### config.mk
export PLATFORM = sky130hd
export DESIGN_NAME = fp_addsub_param
export DESIGN_NICKNAME = d
export VERILOG_FILES = /design/src/rtl/fp_addsub_param.sv
export SDC_FILE = /design/constraint.sdc
export NUM_CORES = 1
export LEC_CHECK = 0
export ABC_AREA = 1
export CORE_AREA = 5 5 263 265
export CTS_BUF_LIST = sky130_fd_sc_hd__clkbuf_4 sky130_fd_sc_hd__clkbuf_8
export DETAILED_ROUTE_END_ITERATION = 16
export DIE_AREA = 0 0 268 270
export GPL_TIMING_DRIVEN = 1
export SYNTH_ARGS = -nofsm -noshare
export SYNTH_HDL_FRONTEND = slang
export SYNTH_SLANG_ARGS = --single-unit
export TNS_END_PERCENT = 10
### constraint.sdc
create_clock -name clk -period 6.2 [get_ports clk]
set_input_delay 1.86 -clock clk [delete_from_list [all_inputs] [get_ports clk]]
set_output_delay 1.86 -clock clk [all_outputs]
set_load 0.005 [all_outputs]
### src/rtl/fp_addsub_param.sv
// Multi-cycle floating-point adder/subtractor with parameterised exponent and fraction widths.
// One operation in flight: IDLE -> UNPACK -> ALIGN -> ADD -> NORM -> ROUND -> DONE.
module fp_addsub_param #(
  parameter int EXP_W = 8,
  parameter int MAN_W = 23
) (
  input  logic                 clk,
  input  logic                 rst_n,
  input  logic [EXP_W+MAN_W:0] op_a,
  input  logic [EXP_W+MAN_W:0] op_b,
  input  logic                 sub,
  input  logic                 round_mode,
  input  logic                 start,
  input  logic                 ready_in,
  output logic                 ready_out,
  output logic                 valid_out,
  output logic [EXP_W+MAN_W:0] result,
  output logic [4:0]           flags
);
  localparam int E  = EXP_W;
  localparam int M  = MAN_W;
  localparam int W  = 1 + E + M;
  localparam int EW = E + 1;
  localparam int MW = M + 4;
  localparam int SW = M + 5;
  localparam int RW = EW + M;

  typedef enum logic [2:0] {IDLE, UNPACK, ALIGN, ADD, NORM, ROUND, DONE} state_t;
  state_t state, state_nxt;

  logic [W-1:0]  a_q, b_q;
  logic          sub_q, rm_q;
  logic          sa_q, sb_q;
  logic [E-1:0]  ea_q, eb_q;
  logic [M:0]    ma_q, mb_q;
  logic          sign_big_q, eff_sub_q;
  logic [E-1:0]  exp_big_q;
  logic [MW-1:0] man_big_q, man_sml_q;
  logic [SW-1:0] sum_q;
  logic [EW-1:0] exp_n_q;
  logic [MW-1:0] man_n_q;

  logic [E-1:0] ea_raw, eb_raw;
  logic [M-1:0] fa, fb;
  logic         sb_eff, a_nan, b_nan, a_inf, b_inf;

  assign ea_raw = a_q[W-2:M];
  assign eb_raw = b_q[W-2:M];
  assign fa     = a_q[M-1:0];
  assign fb     = b_q[M-1:0];
  assign sb_eff = b_q[W-1] ^ sub_q;
  assign a_nan  = (&ea_raw) && (|fa);
  assign b_nan  = (&eb_raw) && (|fb);
  assign a_inf  = (&ea_raw) && !(|fa);
  assign b_inf  = (&eb_raw) && !(|fb);

  // Pick the larger magnitude, shift the smaller right; everything shifted out folds into sticky.
  logic          a_ge, lost;
  logic [E-1:0]  e_big, e_sml;
  logic [M:0]    m_big, m_sml;
  logic [31:0]   diff, shamt;
  logic [MW-1:0] ext, mask, aligned;

  always_comb begin
    a_ge    = {ea_q, ma_q} >= {eb_q, mb_q};
    e_big   = a_ge ? ea_q : eb_q;
    e_sml   = a_ge ? eb_q : ea_q;
    m_big   = a_ge ? ma_q : mb_q;
    m_sml   = a_ge ? mb_q : ma_q;
    diff    = 32'(e_big) - 32'(e_sml);
    shamt   = (diff > 32'(M + 3)) ? 32'(M + 3) : diff;
    ext     = {m_sml, 3'b000};
    mask    = {MW{1'b1}} << shamt;
    lost    = |(ext & ~mask);
    aligned = (ext >> shamt) | MW'(lost);
  end

  logic [SW-1:0] sum_d;
  assign sum_d = eff_sub_q ? ({1'b0, man_big_q} - {1'b0, man_sml_q})
                           : ({1'b0, man_big_q} + {1'b0, man_sml_q});

  // Left shift is capped so the exponent never drops below 1; a clear hidden bit then means subnormal.
  logic [31:0]   lz, lim, sh;
  logic [MW-1:0] man_n_d;
  logic [EW-1:0] exp_n_d;

  always_comb begin
    lz = 32'(MW);
    for (int i = 0; i < MW; i++)
      if (sum_q[i]) lz = 32'(MW - 1 - i);
    lim     = 32'(exp_big_q) - 32'd1;
    sh      = (lz < lim) ? lz : lim;
    man_n_d = sum_q[MW-1:0] << sh;
    exp_n_d = EW'(32'(exp_big_q) - sh);
    if (sum_q[SW-1]) begin
      man_n_d = sum_q[SW-1:1] | MW'(sum_q[0]);
      exp_n_d = {1'b0, exp_big_q} + EW'(1);
    end else if (!man_n_d[MW-1]) begin
      exp_n_d = '0;
    end
  end

  // Rounding increments {exponent, fraction} as one field, so mantissa carry bumps the exponent.
  logic          g, r, s, inexact, up, ovf, zero_sum, sign_f, invalid;
  logic [RW-1:0] rnd_sum;
  logic [EW-1:0] exp_f;
  logic [W-1:0]  res_d;
  logic [4:0]    flg_d;

  always_comb begin
    g        = man_n_q[2];
    r        = man_n_q[1];
    s        = man_n_q[0];
    inexact  = g | r | s;
    up       = !rm_q && g && (r | s | man_n_q[3]);
    rnd_sum  = {exp_n_q, man_n_q[MW-2:3]} + RW'(up);
    exp_f    = rnd_sum[RW-1:M];
    ovf      = exp_f >= EW'({E{1'b1}});
    zero_sum = (man_n_q == '0);
    sign_f   = zero_sum ? (sa_q & sb_q) : sign_big_q;
    invalid  = a_nan | b_nan | (a_inf & b_inf & (a_q[W-1] ^ sb_eff));
    res_d    = {sign_f, exp_f[E-1:0], rnd_sum[M-1:0]};
    flg_d    = {3'b000, (exp_f == '0) && inexact, inexact};
    if (invalid) begin
      res_d = {1'b0, {E{1'b1}}, 1'b1, {(M-1){1'b0}}};
      flg_d = 5'b10000;
    end else if (a_inf) begin
      res_d = {a_q[W-1], {E{1'b1}}, {M{1'b0}}};
      flg_d = 5'b00000;
    end else if (b_inf) begin
      res_d = {sb_eff, {E{1'b1}}, {M{1'b0}}};
      flg_d = 5'b00000;
    end else if (ovf) begin
      res_d = {sign_f, {E{1'b1}}, {M{1'b0}}};
      flg_d = 5'b00101;
    end
  end

  always_ff @(posedge clk or negedge rst_n) begin
    if (!rst_n) state <= IDLE;
    else        state <= state_nxt;
  end

  always_comb begin
    state_nxt = state;
    unique case (state)
      IDLE:    if (start) state_nxt = UNPACK;
      UNPACK:  state_nxt = ALIGN;
      ALIGN:   state_nxt = ADD;
      ADD:     state_nxt = NORM;
      NORM:    state_nxt = ROUND;
      ROUND:   state_nxt = DONE;
      DONE:    if (ready_in) state_nxt = IDLE;
      default: state_nxt = IDLE;
    endcase
  end

  always_comb begin
    ready_out = (state == IDLE);
    valid_out = (state == DONE);
  end

  always_ff @(posedge clk or negedge rst_n) begin
    if (!rst_n) begin
      a_q <= '0; b_q <= '0; sub_q <= 1'b0; rm_q <= 1'b0;
      sa_q <= 1'b0; sb_q <= 1'b0; ea_q <= '0; eb_q <= '0; ma_q <= '0; mb_q <= '0;
      sign_big_q <= 1'b0; eff_sub_q <= 1'b0; exp_big_q <= '0;
      man_big_q <= '0; man_sml_q <= '0; sum_q <= '0;
      exp_n_q <= '0; man_n_q <= '0;
      result <= '0; flags <= '0;
    end else begin
      unique case (state)
        IDLE: if (start) begin
          a_q   <= op_a;
          b_q   <= op_b;
          sub_q <= sub;
          rm_q  <= round_mode;
        end
        UNPACK: begin
          sa_q <= a_q[W-1];
          sb_q <= sb_eff;
          ea_q <= (ea_raw == '0) ? E'(1) : ea_raw;
          eb_q <= (eb_raw == '0) ? E'(1) : eb_raw;
          ma_q <= {|ea_raw, fa};
          mb_q <= {|eb_raw, fb};
        end
        ALIGN: begin
          sign_big_q <= a_ge ? sa_q : sb_q;
          eff_sub_q  <= sa_q ^ sb_q;
          exp_big_q  <= e_big;
          man_big_q  <= {m_big, 3'b000};
          man_sml_q  <= aligned;
        end
        ADD:  sum_q <= sum_d;
        NORM: begin
          exp_n_q <= exp_n_d;
          man_n_q <= man_n_d;
        end
        ROUND: begin
          result <= res_d;
          flags  <= flg_d;
        end
        default: ;
      endcase
    end
  end
endmodule

======== Word-level counts from Yosys, hierarchy flattened ========
Index checks and enable logic that the tools add are counted.
operators by class
  reductions and logical operators ........ 24
  $lt $le $gt $ge ......................... 4
  $add $sub $neg .......................... 7
  mux-type cells .......................... 52
  shift-type cells ........................ 3
  divide/modulo/power cells ............... 0
  multiply operators ...................... 0
  bitwise gates (word level) .............. 16
  equal/unequal tests ..................... 8
operators by type and width
  cell                      number
  $mux W32                  31
  $or A27 B1 Y27            2
  $mux W24                  2
  $reduce_or A23 Y1         2
  $add A32 B1 Y32           1
  $ge A32 B32 Y1            1
  $gt A32 B5 Y1 const B     1
  $lt A32 B32 Y1            1
  $mux W8                   4
  $shl A27 B32 Y27          1
  $shl A27 B32 Y27 const A  1
  $shr A27 B32 Y27          1
  $mux W31                  1
  $add A27 B27 Y28          1
  $mux W28                  1
  $sub A27 B27 Y28          1
  $and A27 B27 Y27          1
  $logic_not A27 Y1         1
  $mux W27                  1
  $not A27 Y27              1
  $reduce_or A27 Y1         1
  $pmux W3 S7               1
  $mux W9                   2
  $logic_not A8 Y1          2
  22 further kinds          52
storage, ports and cells
  input port bits ......................... 70
  latch bits .............................. 0
  memory bits (read-only) ................. 0
  memories ................................ 0
  memory bits (writable) .................. 0
  register bits ........................... 297
  word-level logic and storage cells ...... 135
  output and inout bits ................... 39

======== Depth between registers and ports, before layout ========
  depth in word-level cells ............... 32
  gate-level depth with buffers ........... 54
  gate-level depth less buffers ........... 52

======== Least setup slack after synthesis ========
Ideal clock, no wire load.
  path kind ............................... reg-to-reg
  start ................................... reg sum_q[2]
  end ..................................... reg exp_n_q[7]
  buffers on the path ..................... 2
  slack ................................... 1.890 ns
  data required time ...................... 6.079 ns
  setup time .............................. 0.121 ns
  clock period less this slack ............ 4.310 ns
  stages on the path, launching flop included .. 40
  arrival ................................. 4.189 ns
  cells stage by stage .................... dfrtp_1 inv_1 a211oi_1 o311ai_0 nand3_1 nand3_1 nand3_1 nand3_1 nand3_1 nand3_1 nand3_1 nand3_1 nand3_1 inv_1 ha_1 nand2_1 nand2_1 nand2_1 [... 4 more ...] nand2_1 o21ai_1 inv_1 buf_2 buf_2 ha_1 inv_1 nor2_1 nor2_1 o21ai_0 inv_1 nor2_1 o21ai_0 nand2_1 xor2_1 nor2_1 nand3_1 a21oi_1
on the way
  cells in the longest elaborated chain, start to end .. 30
  elaborated cells between the ends (all ways) .. 31
  classes of those cells .................. add/sub: 1; order compare: 1; shift: 1; mux: 28
ends and longest elaborated chain
  item                                                      RTL line  RTL
  start: declaration                                        39        logic [SW-1:0] sum_q;
  start signal: assignment                                  194       ADD: sum_q <= sum_d;
  $mux W32 (25 in a row)                                    90        if (sum_q[i]) lz = 32'(MW - 1 - i);
  $lt A32 B32 Y1                                            92        sh = (lz < lim) ? lz : lim;
  $mux W32                                                  92
  $sub A8 B9 Y9 / $shl A27 B32 Y27 (equally long branches)  94, 93
  $mux W9 (*)                                               98        end else if (!man_n_d[MW-1]) begin
  $mux W9 (*)                                               95        if (sum_q[SW-1]) begin
  end signal: assignment                                    196       exp_n_q <= exp_n_d;
  end: declaration                                          40        logic [EW-1:0] exp_n_q;
Mark *: on every way between the ends. The rest lies on a longest branch, timed or not.
A chain may end at the register's enable or synchronous reset.

======== Worst setup path after layout ========
  start ................................... reg ea_q[6]
  end ..................................... reg man_sml_q[0]
on the way
  cells in the longest elaborated chain, start to end .. 10
  elaborated cells between the ends (all ways) .. 13
  classes of those cells .................. add/sub: 1; order compare: 2; shift: 2; mux: 4; bitwise: 3; reduce/logical: 1
ends and longest elaborated chain
  item                        RTL line  RTL
  start: declaration          34        logic [E-1:0] ea_q, eb_q;
  start signal: assignment    182       ea_q <= (ea_raw == '0) ? E'(1) : ea_raw;
  $ge A32 B32 Y1              65        a_ge = {ea_q, ma_q} >= {eb_q, mb_q};
  $mux W8 (on tied branches)  66, 67
  $sub A8 B8 Y9               70        diff = 32'(e_big) - 32'(e_sml);
  $gt A32 B5 Y1               71        shamt = (diff > 32'(M + 3)) ? 32'(M + 3) : diff;
  $mux W32                    71
  $shl A27 B32 Y27            73        mask = {MW{1'b1}} << shamt;
  $not A27 Y27                74        lost = |(ext & ~mask);
  $and A27 B27 Y27            74
  $reduce_or A27 Y1           74
  $or A27 B1 Y27 (*)          75        aligned = (ext >> shamt) | MW'(lost);
  end signal: assignment      192       man_sml_q <= aligned;
  end: declaration            38        logic [MW-1:0] man_big_q, man_sml_q;
Marked as above.

==> impl_metrics.env <==
export IMPL_routed_wl_um=60260
export IMPL_start_kind="register"
export IMPL_htreeDepth=2
export IMPL_crit_type="register to register"
export IMPL_ys_warn_count=0
export IMPL_final_cell_mix="nand2_1 (625), inv_1 (345), dfrtp_1 (296)"
export IMPL_drive_gt1_share_pct=6.235
export IMPL_ctsResizeCount=0
export IMPL_dr_total_vias=18358
export IMPL_synthDistinctLibCells=63
export IMPL_wl_per_cell_um=16.16
export IMPL_fin_skew_ns=0.05182
export IMPL_hold_class="register to register"
export IMPL_synth_seq_cells=296
export IMPL_drc_errors=0
export IMPL_tightest_slew_ns=1.067
export IMPL_dp_worst_setup_slack_ns=0.6744
export IMPL_period_minus_slack_ns=5.434
export IMPL_cp_required_ns=6.74
export IMPL_fin_ws_ns=0.7658
export IMPL_synth_edff_count=0
export IMPL_setup_violations=0
export IMPL_dp_cells=3633
export IMPL_firstDrtPassIters=6
export IMPL_cts_tree="done"
export IMPL_grt_pass1_vias=17719
export IMPL_die_x_um=268
export IMPL_start_util_pct=29.63
export IMPL_slowest_delay_ns=0.41
export IMPL_grt_antenna_before_repair=1
export IMPL_rsz0062_at_grt="false"
export IMPL_fp_dieArea_mm2=0.07236
export IMPL_core_area_mm2=0.06656
export IMPL_maxSlewHeadroom_pct=28.14
export IMPL_maxCapViolCount=0
export IMPL_yosys_top_cells_area="dfrtp_1 (38%), nand2_1 (12%), o21ai_0 (6.6%)"
export IMPL_setup_tns_ns=0
export IMPL_cts_clk_slew_worst_paths_ns=0.06
export IMPL_critPathSlowestCell="dfrtp_1"
export IMPL_place_congestion=0.9172
export IMPL_syn_area_mm2=0.01972
export IMPL_cts_buffers=55
export IMPL_final_max_slew_viol_count=0
export IMPL_layout_commonest_cell="nand2_1"
export IMPL_cp_end_kind="register"
export IMPL_final_hold_violation_count=0
export IMPL_gr_total_overflow=0
export IMPL_grt_first_pass_wirelength_um=97330
export IMPL_finalCritPeriodShare_pct=87.65
export IMPL_postSynthAreaPerCell_um2=7.192
export IMPL_ant_nets=0
export IMPL_fmax_mhz=184.0
export IMPL_postCtsSetupBuffers=0
export IMPL_grt_max_degree=105
export IMPL_hold_buffers=0
export IMPL_synth_top_area_share_pct=37.56
export IMPL_io_buffers=107
export IMPL_synth_top_flop_cell="dfrtp_1"
export IMPL_clk_latency_ns=0.69
export IMPL_ios=109
export IMPL_hpwl_um=45070
export IMPL_yosysTopAreaCell="dfrtp_1"
export IMPL_die_y_um=270
export IMPL_syn_inst=2742
export IMPL_synthArstFlopShare_pct=100.0
export IMPL_cts_root_buf="clkbuf_8"
export IMPL_nFillCells=7176
export IMPL_crit_top_cell="nand2_1"
export IMPL_cp_arrival_ns=5.97
export IMPL_drt_iter0_markers=1499
export IMPL_yosysSeqAreaShare_pct=37.56
export IMPL_nets=2986
export IMPL_worstPathMaxFanout=25
export IMPL_final_cell_count_no_fill=3729
export IMPL_area_growth_syn_to_layout_pct=16.11
export IMPL_clk_path_buf_depth=3
export IMPL_vias_per_cell=4.923
export IMPL_status="completed"
export IMPL_track_usage_pct=16.36
export IMPL_cts_sinks=296
export IMPL_rows=95
[cell type report]
class,instances,area (um2),share of cell area [%]
antenna,1,2.502,0.01093
clock buffer,87,1135,4.956
clock inverter,8,127.6,0.5573
inverter,357,1343,5.863
multi-input combinational,1973,10500,45.86
sequential,296,7407,32.35
tap,873,1092,4.770
timing repair buffer,134,1291,5.639
[critical path, delay by kind of cell (launching register included)]
kind	cells	cell delay [ns]
flip-flops	1	0.41
adder cells (fa/ha/maj)	2	0.56
XOR/XNOR	1	0.16
AO/OA/AOI/OAI	6	0.91
AND/OR/NAND/NOR	20	3.25
[kinds of logic (layout without fill, tap and decap cells)]
group | after synthesis | count (layout) | share of synthesized area [%]
flops | 296 | 296 | 37.56
simple gates | 1174 | 1174 | 25.62
buf+inv | 474 | 586 | 9.371
other cells | 2 | 4 | 0.03808
mux | 14 | 14 | 0.7867
compound gates | 623 | 623 | 17.61
fa+ha+maj | 99 | 99 | 6.357
xor+xnor | 60 | 60 | 2.665
[path summary, 6_finish.rpt]
path / cells after the start / to / from / slack, ns
max in group asynchronous: 2 / b_q[31] / rst_n / 3.92
max reg2reg: 29 / man_sml_q[0] / ea_q[6] / 0.77
min reg2reg: 2 / mb_q[0] / b_q[0] / 0.45
min in group asynchronous: 1 / man_sml_q[17] / rst_n / 1.22
min: 2 / mb_q[0] / b_q[0] / 0.45
max: 29 / man_sml_q[0] / ea_q[6] / 0.77
[metal layers]
layer	vias to the layer above	GRT usage, %	wire, um
met5	-	0	0
met4	0	5.056	1844
met3	117	2.460	3479
met2	570	25.67	26860
met1	8388	23.30	28070
li1	9283	-	-
[cell usage after synthesis (all sizes together) (12+ instances only)]
library cell / n
o21ai: 299
buf: 41
clkbuf: 76
ha: 97
o211ai: 26
dfrtp: 296
nand2: 628
a21oi: 209
nor3: 30
nand3: 250
a22oi: 13
o22ai: 16
nand4: 40
inv: 356
mux2: 12
xor2: 55
nor2: 193
nor4: 20
[sequential cells by signal, indices dropped and copies added, names as in the netlist, 3 cells and up]
register   cells
a_q           32
b_q           32
result        32
sum_q         28
man_n_q       27
man_sml_q     27
ma_q          24
man_big_q     24
mb_q          24
exp_n_q        9
ea_q           8
eb_q           8
exp_big_q      8
flags          4
state          3
[stage by stage]
stage                     area [um2]  hold WS (ns)  utilization (%)
after global routing           22900        0.4869            34.40
after global placement         21630        0.4597            32.50
after detailed placement       21630        0.4669            32.50
after CTS                      22900        0.4522            34.40
after floorplan                19730        0.4530                -
final                          22900        0.4511            34.40
Power is not shown: default switching activity piles up to over one toggle a cycle in this logic, so the estimate is an artifact.
